## src/rtl/sd4_otf_if.sv

```systemverilog
// Handshake bundle between the SD adder, the on-the-fly converter and the binary back end.
interface sd4_otf_if #(
    parameter int NUM_DIGITS = 8,
    parameter int RADIX_BITS = 3
);
    localparam int OUT_W = 2*NUM_DIGITS + 3;

    logic                             in_valid;
    logic                             in_ready;
    logic [NUM_DIGITS*RADIX_BITS-1:0] in_digits;
    logic [RADIX_BITS-1:0]            in_carry;
    logic                             out_valid;
    logic                             out_ready;
    logic signed [OUT_W-1:0]          out_value;
    logic                             out_err;

    modport master (
        output in_valid, in_digits, in_carry, out_ready,
        input  in_ready, out_valid, out_value, out_err
    );

    modport slave (
        input  in_valid, in_digits, in_carry, out_ready,
        output in_ready, out_valid, out_value, out_err
    );
endinterface

```

## src/rtl/sd4_otf_converter.sv

```systemverilog
// Radix-4 signed-digit to two's complement converter, MSD first, one digit per cycle,
// using the Q/QM on-the-fly scheme so no carry-propagate adder is needed.
module sd4_otf_converter #(
    parameter int NUM_DIGITS = 8,
    parameter int RADIX_BITS = 3
) (
    input logic      clk,
    input logic      rst_n,
    sd4_otf_if.slave bus
);
    localparam int OUT_W = 2*NUM_DIGITS + 3;
    localparam int SH_W  = (NUM_DIGITS+1)*RADIX_BITS;
    localparam int CNT_W = $clog2(NUM_DIGITS+1);
    localparam logic [RADIX_BITS-1:0] ILLEGAL = {1'b1, {(RADIX_BITS-1){1'b0}}};

    typedef enum logic [1:0] {IDLE, CONV, DONE} state_t;

    state_t                  state, state_nx;
    logic [CNT_W-1:0]        cnt;
    logic [SH_W-1:0]         shreg;
    logic signed [OUT_W-1:0] q, qm, q_nx, qm_nx, value;
    logic                    err;
    logic [RADIX_BITS-1:0]   dig_raw;
    logic signed [RADIX_BITS-1:0] dig;
    logic                    dig_bad;
    logic                    accept;

    // Low two bits appended to Q: d for d>=0, 4+d (borrow taken from QM) for d<0.
    function automatic logic [1:0] q_low(input logic signed [RADIX_BITS-1:0] d);
        int v;
        v = (d < 0) ? int'(d) + 4 : int'(d);
        return v[1:0];
    endfunction

    // Low two bits appended to QM: d-1 for d>0, 3+d for d<=0.
    function automatic logic [1:0] qm_low(input logic signed [RADIX_BITS-1:0] d);
        int v;
        v = (d > 0) ? int'(d) - 1 : int'(d) + 3;
        return v[1:0];
    endfunction

    assign accept  = (state == IDLE) && bus.in_valid;
    assign dig_raw = shreg[SH_W-1 -: RADIX_BITS];
    assign dig_bad = (dig_raw == ILLEGAL);
    assign dig     = dig_bad ? '0 : $signed(dig_raw);

    always_comb begin
        q_nx  = (dig >= 0) ? {q[OUT_W-3:0], q_low(dig)} : {qm[OUT_W-3:0], q_low(dig)};
        qm_nx = (dig > 0) ? {q[OUT_W-3:0], qm_low(dig)} : {qm[OUT_W-3:0], qm_low(dig)};
    end

    always_comb begin
        state_nx = state;
        case (state)
            IDLE:    if (bus.in_valid)  state_nx = CONV;
            CONV:    if (cnt == '0)     state_nx = DONE;
            DONE:    if (bus.out_ready) state_nx = IDLE;
            default:                    state_nx = IDLE;
        endcase
    end

    always_ff @(posedge clk) begin
        if (!rst_n) state <= IDLE;
        else        state <= state_nx;
    end

    // Digit shift register carries only data; it is reloaded on every accept.
    always_ff @(posedge clk) begin
        if (accept)             shreg <= {bus.in_carry, bus.in_digits};
        else if (state == CONV) shreg <= shreg << RADIX_BITS;
    end

    always_ff @(posedge clk) begin
        if (!rst_n) begin
            q     <= '0;
            qm    <= '1;
            cnt   <= '0;
            value <= '0;
            err   <= 1'b0;
        end else if (accept) begin
            q   <= '0;
            qm  <= '1;
            cnt <= CNT_W'(NUM_DIGITS);
            err <= 1'b0;
        end else if (state == CONV) begin
            q   <= q_nx;
            qm  <= qm_nx;
            cnt <= cnt - 1'b1;
            if (dig_bad)     err   <= 1'b1;
            if (cnt == '0)   value <= q_nx;
        end
    end

    assign bus.in_ready  = (state == IDLE);
    assign bus.out_valid = (state == DONE);
    assign bus.out_value = value;
    assign bus.out_err   = err;
endmodule
```

## src/flat_wrapper.sv

```systemverilog
// flat-port wrapper written by rule: the top's interface ports become plain ports
module sd4_otf_converter_flat 
#(
    parameter int NUM_DIGITS = 8,
    parameter int RADIX_BITS = 3
)
  (clk, rst_n, bus_in_valid, bus_in_digits, bus_in_carry, bus_out_ready, bus_in_ready, bus_out_valid, bus_out_value, bus_out_err);
  sd4_otf_if #(.NUM_DIGITS(NUM_DIGITS), .RADIX_BITS(RADIX_BITS)) bus_i ();
  input logic clk;
  input logic rst_n;
  input wire logic [$bits(bus_i.in_valid)-1:0] bus_in_valid;
  input wire logic [$bits(bus_i.in_digits)-1:0] bus_in_digits;
  input wire logic [$bits(bus_i.in_carry)-1:0] bus_in_carry;
  input wire logic [$bits(bus_i.out_ready)-1:0] bus_out_ready;
  output wire logic [$bits(bus_i.in_ready)-1:0] bus_in_ready;
  output wire logic [$bits(bus_i.out_valid)-1:0] bus_out_valid;
  output wire logic [$bits(bus_i.out_value)-1:0] bus_out_value;
  output wire logic [$bits(bus_i.out_err)-1:0] bus_out_err;
  assign bus_i.in_valid = bus_in_valid;
  assign bus_i.in_digits = bus_in_digits;
  assign bus_i.in_carry = bus_in_carry;
  assign bus_i.out_ready = bus_out_ready;
  assign bus_in_ready = bus_i.in_ready;
  assign bus_out_valid = bus_i.out_valid;
  assign bus_out_value = bus_i.out_value;
  assign bus_out_err = bus_i.out_err;
  sd4_otf_converter #(.NUM_DIGITS(NUM_DIGITS), .RADIX_BITS(RADIX_BITS)) u_core (.clk(clk), .rst_n(rst_n), .bus(bus_i));
endmodule
```

## config.mk

```make
export PLATFORM = sky130hd
export DESIGN_NAME = sd4_otf_converter_flat
export DESIGN_NICKNAME = d
export VERILOG_FILES = /design/src/rtl/sd4_otf_if.sv /design/src/rtl/sd4_otf_converter.sv /design/src/flat_wrapper.sv
export SDC_FILE = /design/constraint.sdc
export NUM_CORES = 1
export LEC_CHECK = 0
export CAP_MARGIN = 15
export CELL_PAD_IN_SITES_DETAIL_PLACEMENT = 1
export CELL_PAD_IN_SITES_GLOBAL_PLACEMENT = 1
export CORE_ASPECT_RATIO = 0.8
export CORE_UTILIZATION = 45
export CTS_BUF_LIST = sky130_fd_sc_hd__clkbuf_8 sky130_fd_sc_hd__clkbuf_16
export CTS_CLUSTER_DIAMETER = 100
export DETAILED_ROUTE_END_ITERATION = 6
export DONT_BUFFER_PORTS = 1
export MAX_ROUTING_LAYER = met4
export PLACE_DENSITY = 0.76
export SETUP_SLACK_MARGIN = 0.02
export SLEW_MARGIN = 25
export SYNTH_ARGS = -nofsm -noshare
export SYNTH_HDL_FRONTEND = slang
export SYNTH_SLANG_ARGS = --single-unit
```

## constraint.sdc

```tcl
create_clock -name clk -period 1.94 [get_ports clk]
set_input_delay 0.485 -clock clk [delete_from_list [all_inputs] [get_ports clk]]
set_output_delay 0.485 -clock clk [all_outputs]
set_load 0.02 [all_outputs]
```

==> impl_metrics.json, run 1 <==
{
  "status": "complete, no violations",
  "path_max_fanout": 19,
  "initial_utilization_pct": 47.96,
  "synth_cell_types": 36,
  "grt_use_met2_pct": 33.27,
  "gr-max-usage-layer": "met2",
  "antenna_left": 0,
  "fmax_mhz": 558.9,
  "pin_count": 53,
  "grt_pass1_wl_um": 13000,
  "drtIter0Drc": 95,
  "grt_max_degree": 42,
  "crit_path_start_kind": "register",
  "grt_pass1_vias": 2503,
  "gp_congestion": 0.7460,
  "yosys-top-cells-area": "dfxtp_1, edfxtp_1, mux2i_1, mux2_2, a211oi_1",
  "syn-cell-area_mm2": 0.003646,
  "fin_crit_sh_pct": 92.22,
  "drc": 0,
  "relSlewSlack_pct": 68.84,
  "synth_nets": 356,
  "synthCells": 323,
  "cts.clk_slew.worst_paths_ps": 80,
  "vias_per_cell": 5.709,
  "met3_usage_pct": 8.165,
  "wl_per_cell_um": 18.89,
  "dieArea_mm2": 0.008468,
  "n_antenna_cell": 0,
  "rsz0062_at_grt": "true",
  "synthToLayoutAreaGrowth_pct": 9.437,
  "cts.sinks": 87,
  "fin_cells": 429,
  "cts_max_level": 3,
  "cts_buffers": 9,
  "crit_type": "reg2reg",
  "num_rows": 28,
  "syn_avg_cell_area_um2": 11.29,
  "setup_tns_ps": 0,
  "vias": 2449,
  "reg2reg_slack_ps": 150,
  "io_buffers": 0,
  "grt_antenna_before_repair": 0,
  "grt_util_all_layers_pct": 21.50,
  "dp_cells": 413,
  "ir_drop_mv": 0.4704,
  "cts_tree": "built",
  "required_ps": 2230,
  "ys_ff_latch": 87,
  "drv_slew": 0,
  "synth-seq-area-share_pct": 55.18,
  "clk_latency_ps": 360,
  "tightest_slew_ps": 466.4,
  "yosysTopAreaCell": "dfxtp_1",
  "dpl.hpwl_um": 5350,
  "maxCapViolations": 0,
  "arrival_ps": 2080,
  "min_path_type": "in2reg",
  "die_w_um": 102.6,
  "yosys_warnings": 0,
  "clock_path_buffers": 2,
  "fp.dieH_um": 82.51,
  "fillers": 815,
  "grt_overflow": 0,
  "critPathCaptureType": "register",
  "drive_gt1_share_pct": 17.28,
  "use_met1_pct": 26.20,
  "setup_viol": 0,
  "hold_violations": 0,
  "cts_root_buffer": "clkbuf_8",
  "period_needed_ps": 1789,
  "fin_skew_ps": 9.668,
  "dr.pass1.iters": 4,
  "powerDensity_mw_per_mm2": 1101,
  "drt_wl_total_um": 8103,
  "core_area_mm2": 0.007602,
  "synth_top_cell_area_share_pct": 32.94,
  "p_leak_nw": 1.416,
  "finalNetCount": 352
}
==> per-stage QoR <==
step                      power (mW)  hold WS [ps]  area, um2  util [%]  setup WS (ps)
after floorplan                2.956         445.5       3646         -          28.45
after global routing           4.599         222.9       3990     52.49          17.17
final                          4.393         255.6       3990     52.49          150.9
after CTS                      4.432         236.3       3985     52.42          29.76
after global placement         3.191         455.6       3802     50.02          178.7
after detailed placement       3.233         477.4       3802     50.02          61.07
==> worst max-delay path: stages, from the launching register on <==
cell	delay, ps
dfxtp_1	330
inv_1	80
ha_1	180
or3b_1	380
buf_4	220
nor2_1	310
mux2i_1	220
==> metal layers <==
metal,wire length [um],vias up
met5,0,-
met4,93,0
met3,390,10
met2,3884,35
met1,3735,1216
li1,-,1188
==> sequential cells by signal (all words and copies together) (netlist names) <==
name and count:
u_core.q 17, u_core.bus.out_err 1, u_core.qm 17, u_core.bus.out_value 19
u_core.shreg 27, u_core.state 2, u_core.cnt 4
==> cell families after synthesis <==
family / after synthesis / share of synthesized area, %
multiplexers: 59 / 17.02
buffers and inverters: 33 / 4.152
adder cells (fa/ha/maj): 2 / 0.6862
flip-flops: 87 / 55.18
AND/OR/NAND/NOR: 51 / 6.727
XOR/XNOR: 1 / 0.2403
AO/OA/AOI/OAI: 90 / 15.99
==> power breakdown <==
| part | total (mW) | internal (mW) | switching (mW) |
|---|---|---|---|
| combinational | 0.910 | 0.397 | 0.513 |
| clock | 1.20 | 0.577 | 0.627 |
| sequential | 2.28 | 2.12 | 0.156 |
| total | 4.39 | 3.10 | 1.30 |
==> cells in the mapped netlist <==
library cell and count:
a211o_1 1, a211oi_1 31, a21o_1 1, a21oi_1 5, a31oi_1 1, and2_1 3, buf_1 3, buf_2 10
buf_4 2, buf_6 1, clkbuf_1 12, clkinv_1 1, dfxtp_1 60, edfxtp_1 27, ha_1 2, inv_1 4
mux2_2 24, mux2i_1 35, nand2_1 7, nand2b_1 4, nand3_1 4, nand3b_1 1, nor2_1 22, nor2_2 1
nor2b_1 4, nor3_1 1, nor3b_1 1, o211ai_1 17, o21a_1 1, o21ai_0 22, o21ai_1 10, o31ai_1 1
or2_2 1, or3_1 1, or3b_1 1, xor2_1 1
==> layout make-up <==
cell class	instances	area (um2)	share of cell area, %
clock buffer	9	123.9	3.104
clock inverter	7	58.81	1.474
inverter	5	18.77	0.4704
multi-input combinational	203	1498	37.54
sequential	87	2012	50.42
tap	105	131.4	3.293
timing repair buffer	13	147.6	3.700
==> timing repair <==
action                     CTS  global route
hold buffers                 0             0
setup endpoints to repair    0            14
hold endpoints to repair     0             0
setup buffers                0             0
gates resized for setup      0             1
==> worst paths after layout <==
check                                    from                       to  cells past startpoint
worst max-delay path            u_core.cnt[0]  u_core.bus.out_value[1]                      6
worst min-delay path                    rst_n          u_core.state[1]                      1
worst max register to register  u_core.cnt[0]  u_core.bus.out_value[1]                      6
worst min register to register    u_core.q[0]              u_core.q[0]                      2
==> layout by cell type (no fill, tap or decap), drive strengths merged <==
cell type,synthesis,layout
a211o,1,1
a211oi,31,31
a21o,1,1
a21oi,5,5
a31oi,1,1
and2,3,3
buf,16,13
bufinv,0,1
clkbuf,12,9
clkinv,1,3
clkinvlp,0,1
dfxtp,60,60
edfxtp,27,27
ha,2,2
inv,4,7
mux2,24,24
mux2i,35,35
nand2,7,7
nand2b,4,4
nand3,4,4
nand3b,1,1
nor2,23,23
nor2b,4,4
nor3,1,1
nor3b,1,1
o211ai,17,17
o21a,1,1
o21ai,32,32
o31ai,1,1
or2,1,1
or3,1,1
or3b,1,1
xor2,1,1
Power figures use the tool's default switching activity.
==> inputs of run 2 (changes only) <==
--- a/config.mk
+++ b/config.mk
@@ -9,13 +9,13 @@
 export CELL_PAD_IN_SITES_DETAIL_PLACEMENT = 1
 export CELL_PAD_IN_SITES_GLOBAL_PLACEMENT = 1
 export CORE_ASPECT_RATIO = 0.8
-export CORE_UTILIZATION = 45
+export CORE_UTILIZATION = 49
 export CTS_BUF_LIST = sky130_fd_sc_hd__clkbuf_8 sky130_fd_sc_hd__clkbuf_16
 export CTS_CLUSTER_DIAMETER = 100
 export DETAILED_ROUTE_END_ITERATION = 6
 export DONT_BUFFER_PORTS = 1
 export MAX_ROUTING_LAYER = met4
-export PLACE_DENSITY = 0.76
+export PLACE_DENSITY = 0.78
 export SETUP_SLACK_MARGIN = 0.02
 export SLEW_MARGIN = 25
 export SYNTH_ARGS = -nofsm -noshare
==> constraint.sdc (replaced) <==
create_clock -name clk -period 1.7 [get_ports clk]
set_input_delay 0.425 -clock clk [delete_from_list [all_inputs] [get_ports clk]]
set_output_delay 0.425 -clock clk [all_outputs]
set_load 0.02 [all_outputs]
==> run 2 against run 1 <==
Effect of this change:
- largest power group unchanged
- power rose by 24%
- count of clock-buffer cells in the layout rose by 2
- largest cell class unchanged
- the run now ends with design-rule violations left
- sequential share of layout area fell by 3.8 points
- register-to-register slack got worse by 130 ps
==> impl_metrics.json, run 2 (synthesis results as in run 1) <==
{
  "status": "complete, but fails checks",
  "violations": "design-rule violations",
  "drc": 1,
  "p_sw_share_pct": 29.85,
  "critical_path.cell_chain": "inv_2 > ha_4 > or3b_4 > or3_4 > buf_8 > o21ai_1",
  "core_area_mm2": 0.007027,
  "final_cell_mix": "dfxtp_1, a211oi_1, mux2i_1",
  "dpl.hpwl_um": 5308,
  "clock_path_buffers": 2,
  "top_register": "u_core.shreg",
  "relSlewSlack_pct": 70.97,
  "dieArea_mm2": 0.007792,
  "p_total_mw": 5.467,
  "wl_per_cell_um": 21.86,
  "setup_viol": 0,
  "fin_ws_ps": 25.61,
  "ir_drop_mv": 0.5859,
  "synthToLayoutAreaGrowth_pct": 18.43,
  "required_ps": 1990,
  "vias_per_cell": 6.112,
  "power.share.clock_pct": 28.4,
  "grt_max_degree": 39,
  "crit_path_start_kind": "register",
  "fin_skew_ps": 12.65,
  "finalNetCount": 370,
  "initial_utilization_pct": 51.89,
  "dp_slack_ps": -55.31,
  "vias": 2622,
  "drive_gt1_share_pct": 30.12,
  "critPathBufInv": 2,
  "largest_register_ff_count": 27,
  "crit_type": "reg2reg",
  "powerDensity_mw_per_mm2": 1266,
  "rsz0062_at_grt": "true",
  "pin_count": 53,
  "grt_util_all_layers_pct": 25.24,
  "cts_max_level": 3,
  "min_path_type": "in2reg",
  "io_buffers": 0,
  "cts.sinks": 87,
  "grt_overflow": 0,
  "grt_antenna_before_repair": 0,
  "path_max_fanout": 8,
  "reg2reg_slack_ps": 30,
  "grt_pass1_wl_um": 14480,
  "drt_wl_total_um": 9378,
  "grt_pass1_vias": 2715,
  "p_int_mw": 3.835,
  "p_sw_mw": 1.632,
  "clk_latency_ps": 360,
  "fin_crit_sh_pct": 98.49,
  "fmax_mhz": 597.2,
  "cts_root_buffer": "clkbuf_8",
  "maxCapViolations": 0,
  "fp.dieH_um": 79.16,
  "drtIter0Drc": 134,
  "cts.clk_slew.worst_paths_ps": 80,
  "drv_slew": 0,
  "critPathCaptureType": "register",
  "n_antenna_cell": 0,
  "die_w_um": 98.44,
  "hold_violations": 0,
  "ctsHoldBuffers": 0,
  "cp_top_family": "simple AND/OR/NAND/NOR gates",
  "antenna_left": 0,
  "tightest_slew_ps": 433.9,
  "p_leak_nw": 1.559,
  "critPathSlowestCell": "or3_4",
  "p_comb_share_pct": 23.8,
  "cts_tree": "built",
  "gp_congestion": 0.7431,
  "dr.pass1.iters": 6,
  "cts_buffers": 9,
  "mostFrequentLayoutCell": "dfxtp_1",
  "period_needed_ps": 1674,
  "critical_path.max_stage_delay_ps": 410,
  "arrival_ps": 1960,
  "num_rows": 27,
  "seq_power_share_pct": 47.8
}
run 2: cell count changes in the layout (fill, tap and decap cells not counted), moves of 4 or more:
cell / before / now
o21ai_0: 22 / 15
buf_4: 9 / 22
mux2i_1: 35 / 28
o21ai_1: 10 / 6
mux2i_2: 0 / 5
o21ai_2: 0 / 11
inv_1: 7 / 3
run 2: final cells by class:
cell class                 count  area, um2
clock buffer                  11      162.7
fill                         729       2709
timing repair buffer          31      339.1
tap                           87      108.9
inverter                       5      18.77
clock inverter                 5      56.30
sequential                    87       2014
multi-input combinational    203       1618
run 2: final timing paths:
kind / start / to / cells past startpoint
min: rst_n / u_core.state[1] / 1
min reg2reg: u_core.q[1] / u_core.q[1] / 2
max reg2reg: u_core.cnt[1] / u_core.bus.out_value[15] / 6
max: u_core.cnt[1] / u_core.bus.out_value[15] / 6
run 2: power by group through the flow:
stage,combinational (mW),sequential (mW),clock (mW)
3_5_place_dp,1.07,2.64,0
3_3_place_gp,1.03,2.63,0
2_1_floorplan,0.775,2.60,0
4_1_cts,1.14,2.60,1.56
5_1_grt,1.40,2.63,1.66
6_report,1.30,2.61,1.55
run 2: repair_timing:
action / CTS / global route
pin swaps: 15 / 1
cloned: 2 / 1
setup endpoints to repair: 18 / 28
buffers inserted: 4 / 5
gates resized for setup: 25 / 21
run 2: metal layers:
layer,track usage [%],wire length [um],vias up
met5,-,0,-
met4,7.910,93,0
met3,5.634,458,10
met2,42.18,4815,73
met1,30.78,4011,1316
li1,-,-,1223
run 2: stage by stage:
stage | utilization, % | hold slack (ps) | cells | instance area, um2 | TNS (ps)
final | 61.45 | 210.2 | 429 | 4318 | 0
after global routing | 61.45 | 196.8 | 429 | 4318 | -127.8
after CTS | 59.26 | 203.7 | 423 | 4164 | 0
after detailed placement | 54.47 | 466.6 | 401 | 3827 | -185.4
after global placement | 54.47 | 456.0 | 401 | 3827 | 0
after floorplan | - | 445.5 | 323 | 3650 | 0
==> inputs of run 3 (changes only) <==
--- a/config.mk
+++ b/config.mk
@@ -9,6 +9,7 @@
 export CELL_PAD_IN_SITES_DETAIL_PLACEMENT = 1
 export CELL_PAD_IN_SITES_GLOBAL_PLACEMENT = 1
 export CORE_ASPECT_RATIO = 0.8
+export CORE_MARGIN = 8
 export CORE_UTILIZATION = 49
 export CTS_BUF_LIST = sky130_fd_sc_hd__clkbuf_8 sky130_fd_sc_hd__clkbuf_16
 export CTS_CLUSTER_DIAMETER = 100
==> run 3 against run 2 <==
Effect of this change:
- the flow finishes with violations (negative setup slack)
- combinational power grew 5%
- power grew 2.8%
- critical path depth is the same
- utilization shrank 1.6 points
- final area grew 1.6%
- clock skew shrank 5.3 ps
- sequential cell count is the same
- sequential share of layout area shrank 0.72 points
- worst setup slack lost 86 ps
- global-route usage shrank 7.1 points
- critical path type unchanged
- largest power group unchanged
==> impl_metrics.json, run 3 (synthesis results as in run 1) <==
{
  "vias": 2584,
  "final_cell_mix": "dfxtp_1, a211oi_1, edfxtp_1",
  "critical_path.cell_chain": "inv_2 > ha_4 > or3b_4 > or3_4 > buf_12 > o21ai_2",
  "grt_antenna_before_repair": 0,
  "power.share.clock_pct": 28.8,
  "fin_ws_ps": -60.05,
  "n_antenna_cell": 0,
  "seqCellArea_mm2": 0.002014,
  "min_path_type": "in2reg",
  "grt_overflow": 0,
  "p_total_mw": 5.621,
  "path_max_fanout": 8,
  "crit_path_start_kind": "register",
  "dieArea_mm2": 0.01047,
  "setup_tns_ps": -598.4,
  "antenna_left": 0,
  "fin_skew_ps": 7.391,
  "min_from": "rst_n",
  "ir_drop_mv": 0.5348,
  "cts_tree": "built",
  "grt_max_degree": 39,
  "io_buffers": 0,
  "p_comb_share_pct": 24.4,
  "drtIter0Drc": 134,
  "required_ps": 1990,
  "critPathCaptureType": "register",
  "period_needed_ps": 1760,
  "p_sw_share_pct": 30.48,
  "top_register": "u_core.shreg",
  "gp_congestion": 0.7346,
  "finalInstanceArea_mm2": 0.004385,
  "rsz0062_at_grt": "true",
  "r2r-start": "u_core.cnt[1]",
  "p_int_mw": 3.908,
  "crit_type": "reg2reg",
  "reg2reg_depth": 6,
  "fin_cells": 424,
  "mostFrequentLayoutCell": "dfxtp_1",
  "critPathBufInv": 2,
  "cp_top_family": "simple AND/OR/NAND/NOR gates",
  "min_path_cells": 1,
  "die_w_um": 112.4,
  "num_rows": 28,
  "drt_wl_total_um": 9731,
  "clock_path_buffers": 2,
  "drive_gt1_share_pct": 33.23,
  "setup_viol": 17,
  "fillers": 741,
  "dp_slack_ps": 37.84,
  "cp.depth": 6,
  "status": "complete, but fails checks",
  "initial_utilization_pct": 49.79,
  "tightest_slew_ps": 389.9,
  "clk_latency_ps": 360,
  "hold_violations": 0,
  "relSlewSlack_pct": 74.01,
  "grt_pass1_wl_um": 14610,
  "dpl.hpwl_um": 5492,
  "fp.dieH_um": 93.16,
  "powerDensity_mw_per_mm2": 1282,
  "maxCapViolations": 0,
  "pin_count": 53,
  "arrival_ps": 2050,
  "grt_util_all_layers_pct": 18.13,
  "p_leak_nw": 1.533,
  "violations": "negative setup slack",
  "finalNetCount": 362,
  "cts_root_buffer": "clkbuf_8",
  "multiInputGateArea_mm2": 0.001729,
  "fin_crit_sh_pct": 103.5,
  "critical_path.max_stage_delay_ps": 470,
  "reg2reg_to": "u_core.bus.out_value[14]",
  "grt_pass1_vias": 2649,
  "drv_slew": 0,
  "cts_buffers": 9,
  "seq_power_share_pct": 46.8,
  "wl_per_cell_um": 22.95,
  "core_area_mm2": 0.007322,
  "vias_per_cell": 6.094,
  "critPathSlowestCell": "or3_4",
  "p_sw_mw": 1.713,
  "synthToLayoutAreaGrowth_pct": 20.28,
  "cts_max_level": 3,
  "hold_end": "u_core.state[1]",
  "dpl-instance-area_mm2": 0.003789,
  "fmax_mhz": 568.2,
  "cts.clk_slew.worst_paths_ps": 90,
  "cts.sinks": 87,
  "largest_register_ff_count": 27,
  "dr.pass1.iters": 4,
  "drc": 0,
  "reg2reg_slack_ps": -60,
  "dp_cells": 400
}
run 3: worst max path at each step:
stage | from | end | slack [ps]
2_1_floorplan | bus_in_valid | u_core.shreg[0] | 90
3_3_place_gp | u_core.cnt[0] | u_core.bus.out_value[2] | 100
3_5_place_dp | u_core.cnt[0] | u_core.bus.out_value[6] | 40
4_1_cts | u_core.cnt[0] | u_core.bus.out_value[6] | 10
5_1_grt | u_core.cnt[1] | u_core.bus.out_value[14] | -90
6_report | u_core.cnt[1] | u_core.bus.out_value[14] | -60
run 3: power groups by stage:
stage | Sequential, mW | Combinational [mW] | Clock, mW
finish | 2.63 | 1.37 | 1.62
global route | 2.65 | 1.47 | 1.71
CTS | 2.61 | 1.08 | 1.62
detailed placement | 2.65 | 1.02 | 0
global placement | 2.63 | 0.996 | 0
floorplan | 2.60 | 0.775 | 0
run 3: cell type report:
| type | count | area share, % |
|---|---|---|
| Clock buffer | 9 | 2.825 |
| Clock inverter | 7 | 2.225 |
| Inverter | 5 | 0.4280 |
| Multi-Input combinational cell | 203 | 39.43 |
| Sequential cell | 87 | 45.93 |
| Tap cell | 90 | 2.568 |
| Timing Repair Buffer | 23 | 6.591 |
run 3: per-stage QoR:
stage	hold slack (ps)	utilization (%)
2_1_floorplan	445.5	-
3_3_place_gp	455.7	51.74
3_5_place_dp	478.5	51.74
4_1_cts	177.0	56.00
5_1_grt	174.4	59.89
6_report	187.5	59.89
run 3: metal layers:
layer	share of wire [%]	up-vias	global-route usage, %	routed length (um)
met3	4.0	7	3.928	391
met4	0.45	0	5.487	44
li1	-	1209	-	-
met1	45	1320	22.62	4383
met2	50	48	29.11	4912
met5	0	-	-	0
run 3: worst register-to-register path, stage by stage, from the launching register on:
cell     delay [ps]
dfxtp_2         340
inv_2            60
ha_4            130
or3b_4          400
or3_4           470
buf_12          180
o21ai_2         110
run 3: timing repair:
item | 4_1_cts | 5_1_grt
setup buffers | 2 | 2
cloned | 2 | 2
pin swaps | 0 | 18
endpoints found under the setup margin | 20 | 34
hold buffers | 0 | 0
gates resized for setup | 14 | 55
